<file path="src/rtl/tmds_decoder_if.sv">
// Per-channel TMDS receive bus: raw deserialized word in, decoded symbol
// and alignment status out.
interface tmds_decoder_if;
    logic [9:0] sym_in;
    logic [7:0] dout;
    logic [1:0] ctrl;
    logic       de;
    logic       locked;
    logic [3:0] offset;

    modport master (output sym_in, input dout, ctrl, de, locked, offset);
    modport slave  (input sym_in, output dout, ctrl, de, locked, offset);
endinterface

</file>
<file path="src/rtl/tmds_decoder.sv">
// One TMDS channel receiver: finds the 10-bit symbol boundary from
// control-token runs, then decodes data bytes and control values.
module tmds_decoder #(
    parameter int CTRL_LOCK      = 64,
    parameter int SEARCH_TIMEOUT = 4096
) (
    input  logic          clk_pix,
    input  logic          rst_pix_n,
    tmds_decoder_if.slave tmds
);
    localparam int TW = $clog2(SEARCH_TIMEOUT);
    localparam int RW = $clog2(CTRL_LOCK + 1);
    localparam logic [TW-1:0] TIMER_MAX = TW'(SEARCH_TIMEOUT - 1);
    localparam logic [RW-1:0] RUN_MAX   = RW'(CTRL_LOCK);

    typedef enum logic {SEARCH = 1'b0, LOCKED = 1'b1} state_t;

    state_t        state_q, state_d;
    logic [9:0]    cur_q, prev_q;
    logic [3:0]    offset_q, offset_d, offset_nxt;
    logic [TW-1:0] timer_q, timer_d;
    logic [RW-1:0] run_q, run_d, run_inc;
    logic [7:0]    dout_q, dout_d;
    logic [1:0]    ctrl_q, ctrl_d;
    logic          de_q, de_d;

    logic [19:0]   win;
    logic [4:0]    off_ext;
    logic [9:0]    sym;
    logic          is_tok;
    logic [1:0]    tok_val;
    logic [7:0]    dinv;
    logic [7:0]    data;

    // Two-word window so any bit phase 0..9 yields a full symbol.
    assign win     = {cur_q, prev_q};
    assign off_ext = {1'b0, offset_q};
    assign sym     = win[off_ext +: 10];

    always_comb begin
        is_tok  = 1'b1;
        tok_val = 2'b00;
        case (sym)
            10'b1101010100: tok_val = 2'b00;
            10'b0010101011: tok_val = 2'b01;
            10'b0101010100: tok_val = 2'b10;
            10'b1010101011: tok_val = 2'b11;
            default:        is_tok  = 1'b0;
        endcase
    end

    always_comb begin
        dinv    = sym[9] ? ~sym[7:0] : sym[7:0];
        data    = '0;
        data[0] = dinv[0];
        for (int i = 1; i < 8; i++)
            data[i] = sym[8] ? (dinv[i] ^ dinv[i-1]) : ~(dinv[i] ^ dinv[i-1]);
    end

    assign offset_nxt = (offset_q == 4'd9) ? 4'd0 : offset_q + 4'd1;
    assign run_inc    = (run_q == RUN_MAX) ? run_q : run_q + RW'(1);

    always_ff @(posedge clk_pix or negedge rst_pix_n) begin
        if (!rst_pix_n) begin
            state_q  <= SEARCH;
            offset_q <= '0;
            timer_q  <= '0;
            run_q    <= '0;
        end else begin
            state_q  <= state_d;
            offset_q <= offset_d;
            timer_q  <= timer_d;
            run_q    <= run_d;
        end
    end

    // Lock is checked before timeout so a lock on the timeout cycle keeps the offset.
    always_comb begin
        state_d  = state_q;
        offset_d = offset_q;
        timer_d  = timer_q + TW'(1);
        run_d    = is_tok ? run_inc : '0;
        case (state_q)
            SEARCH: begin
                if (is_tok && run_inc == RUN_MAX) begin
                    state_d = LOCKED;
                    timer_d = '0;
                end else if (timer_q == TIMER_MAX) begin
                    offset_d = offset_nxt;
                    timer_d  = '0;
                    run_d    = '0;
                end
            end
            LOCKED: begin
                if (is_tok) begin
                    timer_d = '0;
                end else if (timer_q == TIMER_MAX) begin
                    state_d  = SEARCH;
                    offset_d = offset_nxt;
                    timer_d  = '0;
                    run_d    = '0;
                end
            end
            default: state_d = SEARCH;
        endcase
    end

    // Outputs follow the next state so locked and de/dout change together.
    always_comb begin
        dout_d = '0;
        de_d   = 1'b0;
        ctrl_d = ctrl_q;
        if (state_d != LOCKED) begin
            ctrl_d = '0;
        end else if (is_tok) begin
            ctrl_d = tok_val;
        end else begin
            de_d   = 1'b1;
            dout_d = data;
        end
    end

    always_ff @(posedge clk_pix or negedge rst_pix_n) begin
        if (!rst_pix_n) begin
            cur_q  <= '0;
            prev_q <= '0;
            dout_q <= '0;
            ctrl_q <= '0;
            de_q   <= 1'b0;
        end else begin
            cur_q  <= tmds.sym_in;
            prev_q <= cur_q;
            dout_q <= dout_d;
            ctrl_q <= ctrl_d;
            de_q   <= de_d;
        end
    end

    assign tmds.dout   = dout_q;
    assign tmds.ctrl   = ctrl_q;
    assign tmds.de     = de_q;
    assign tmds.locked = (state_q == LOCKED);
    assign tmds.offset = offset_q;
endmodule

</file>
<file path="src/flat_wrapper.sv">
// flat-port wrapper written by rule: the top's interface ports become plain ports
module tmds_decoder_flat 
#(
    parameter int CTRL_LOCK      = 64,
    parameter int SEARCH_TIMEOUT = 4096
)
  (clk_pix, rst_pix_n, tmds_sym_in, tmds_dout, tmds_ctrl, tmds_de, tmds_locked, tmds_offset);
  tmds_decoder_if tmds_i ();
  input  logic clk_pix;
  input  logic rst_pix_n;
  input wire logic [$bits(tmds_i.sym_in)-1:0] tmds_sym_in;
  output wire logic [$bits(tmds_i.dout)-1:0] tmds_dout;
  output wire logic [$bits(tmds_i.ctrl)-1:0] tmds_ctrl;
  output wire logic [$bits(tmds_i.de)-1:0] tmds_de;
  output wire logic [$bits(tmds_i.locked)-1:0] tmds_locked;
  output wire logic [$bits(tmds_i.offset)-1:0] tmds_offset;
  assign tmds_i.sym_in = tmds_sym_in;
  assign tmds_dout = tmds_i.dout;
  assign tmds_ctrl = tmds_i.ctrl;
  assign tmds_de = tmds_i.de;
  assign tmds_locked = tmds_i.locked;
  assign tmds_offset = tmds_i.offset;
  tmds_decoder #(.CTRL_LOCK(CTRL_LOCK), .SEARCH_TIMEOUT(SEARCH_TIMEOUT)) u_core (.clk_pix(clk_pix), .rst_pix_n(rst_pix_n), .tmds(tmds_i));
endmodule
</file>
<file path="config.mk">
export PLATFORM = sky130hd
export DESIGN_NAME = tmds_decoder_flat
export DESIGN_NICKNAME = d
export VERILOG_FILES = /design/src/rtl/tmds_decoder_if.sv /design/src/rtl/tmds_decoder.sv /design/src/flat_wrapper.sv
export SDC_FILE = /design/constraint.sdc
export NUM_CORES = 1
export LEC_CHECK = 0
export ABC_AREA = 1
export CAP_MARGIN = 20
export CORE_ASPECT_RATIO = 1.2
export CORE_MARGIN = 5
export CORE_UTILIZATION = 55
export CTS_CLUSTER_SIZE = 10
export DETAILED_ROUTE_END_ITERATION = 8
export PLACE_DENSITY_LB_ADDON = 0.1
export SYNTH_ARGS = -nofsm -noshare
export SYNTH_HDL_FRONTEND = slang
export SYNTH_SLANG_ARGS = --single-unit
</file>
<file path="constraint.sdc">
create_clock -name clk_pix -period 4 [get_ports clk_pix]
set_input_delay 0.6 -clock clk_pix [delete_from_list [all_inputs] [get_ports clk_pix]]
set_output_delay 0.6 -clock clk_pix [all_outputs]
set_load 0.005 [all_outputs]
</file>
==> results.cfg <==
[synthesis]
synth-seq-area-share = 0.4190
syn_area_per_cell_sq_um = 7.820
synth_area_sq_um = 3284
synth_top_area_cell = dfrtp_1
synth_top_area_frac = 0.4190
ys_ff_latch = 55
synth_warnings = 0
synth_cell_types = 36
syn_inst = 420
synth_fp_nets = 443
synthTopCellsByArea = dfrtp_1 (42%), nand2_1 (14%), nand3_1 (11%)

[die]
ios = 28
die_w_um = 80.55
dieArea_sq_um = 7624
die_y_um = 94.65
core.rowCount = 30
core_sq_um = 5743
initial_core_util = 0.5719

[setup_path]
critical_path_class = reg -> reg
crit_path_end_kind = flop
r2r_setup_slack_ns = 1.06
crit_start = u_core.tmds.offset[0]
rr_worst_depth = 18
start_kind = flop
worst_ep_required_time_ns = 4.24
cp.arrival_ns = 3.18
cp_max_fo = 26
r2r_end = u_core.tmds.offset[0]
r2r-start = u_core.tmds.offset[0]

[detailed_routing]
wirelength_um = 6783
drt-initial-drc-count = 147
drtPass1Iterations = 4
vias_per_cell = 5.326
drc_errors = 0
dr_total_vias = 2796
ant_nets = 0
wl_per_cell_um = 12.92

[clocking]
postCtsSetupRepairBufs = 0
cts_inserted_buffers = 5
ctsHoldBuffers = 0
cts_root_buf = clkbuf_8
clock-sinks = 55
cts_buffer_depth = 2
clk_pin_slew_ns = 0.09
htreeDepth = 2
cts-resized-gates = 0
cts_tree = built
insertion_delay_ns = 0.30

[final_layout]
n_antenna_cell = 0
final_cell_mix = nand2_1 (124), nand3_1 (75), dfrtp_1 (55)
final_common_cell = nand2_1
nets = 467
final_util = 0.6394
syn_to_final_growth_pct = 11.81
fillerInstances = 536
drive_above_1_share = 0.08315
final_cells = 525
design_area_sq_um = 3672

[power_and_ir_drop]
p_total_uw = 964.4
p_leak_nw = 1.784
power_density_nw_per_um2 = 262.6
ir_drop_mv = 0.1971

[global_routing]
antenna_found_initial = 0
grt_max_degree = 29
grt_pass1_vias = 2570
overflow = 0
grt_usage = 0.1987
grt_pass1_wl_um = 11900

[placement]
placedInstanceArea_sq_um = 3577
gp_congestion = 0.9507
hpwl_um = 5336
dp_slack_ns = 1.098
place.port_buffers = 27
dpl.cell_count = 517

[timing]
tightest_slew_ns = 0.7788
slew_viol_final = 0
timing.final.crit_share = 0.7340
fin_skew_ns = 0.007542
setup_slack_ns = 1.064
setup_viol = 0
fmax_mhz = 340.6
fin_crit_ns = 2.936
finalHoldViolCount = 0
timing.hold.ws_ns = 0.3020
relSlewSlack = 0.4808
rsz0062_at_grt = no
fin_setup_tns_ns = 0

[outcome]
status = completed

[worst_hold_path]
hp-class = in -> async

[flow_run]
maxCapViolations = 0
## worst max path at each step
stage                     slack, ns                    end  cells after the start
after floorplan                1.76     u_core.timer_q[11]                     17
after global placement         1.13  u_core.tmds.offset[0]                     16
after detailed placement       1.10  u_core.tmds.offset[0]                     18
after CTS                      1.07  u_core.tmds.offset[0]                     18
after global routing           0.66      u_core.timer_q[3]                     14
final                          1.06  u_core.tmds.offset[0]                     18
## power by group
group	internal, mW	switching (mW)
Sequential	0.566	0.00767
Combinational	0.0317	0.0491
Clock	0.142	0.168
Total	0.740	0.225
## final cells by class
type                    count  area, sq um  share of cell area
flip-flops and latches     55         1376              0.3748
inverters                  37        141.4             0.03850
repair buffers             29        280.3             0.07632
multi-input cells         316         1679              0.4572
well taps                  80        100.1             0.02726
clock inverters             1        8.758            0.002385
clock buffers               7        86.33             0.02351
## cells in the mapped netlist (all sizes together)
library cell  count
inv              37
dfrtp            55
nand2           135
or2               1
o21ai             8
a21oi             7
xnor2             7
and3              1
xor2              7
o22ai             1
nand3            79
clkbuf            1
and2              3
buf              11
nor3              3
o21bai            4
nand4             4
nor2             41
o32ai             1
ha               11
a31oi             3
## critical path: stages, from the launching register on
cell	delay (ns)
dfrtp_1	0.86
inv_4	0.22
nand2_1	0.10
and2_1	0.16
nand2_1	0.06
nand2_1	0.11
o21ai_0	0.09
inv_1	0.06
nand2_1	0.10
inv_1	0.10
ha_1	0.16
nand2_1	0.06
nor2_1	0.29
nand2_8	0.10
nand2_8	0.09
nand2_8	0.08
nand2_2	0.10
nand2_1	0.06
nand2_1	0.08
## cells by family after synthesis
logic type                 synth area share
xor gates and xnor gates            0.03733
buffers and inverters               0.06971
DFF                                  0.4190
adders and majority gates           0.04190
AOI/OAI and AO/OA                   0.04686
and+or+nand+nor                      0.3851
## flip-flops by register name, indices dropped and copies added (netlist names)
register and cells:
u_core.timer_q 12, u_core.tmds.offset 4, u_core.tmds.de 1, u_core.cur_q 10, u_core.tmds.dout 8, u_core.run_q 7, u_core.prev_q 10, u_core.tmds.ctrl 2
u_core.tmds.locked 1
## per-layer routing
metal,GRT usage,part of all wire
met1,0.2610,0.44
met2,0.3280,0.49
met3,0.03912,0.060
met4,0.06620,0.013
met5,0,0
Note: power is estimated with default switching activity, not from simulation.
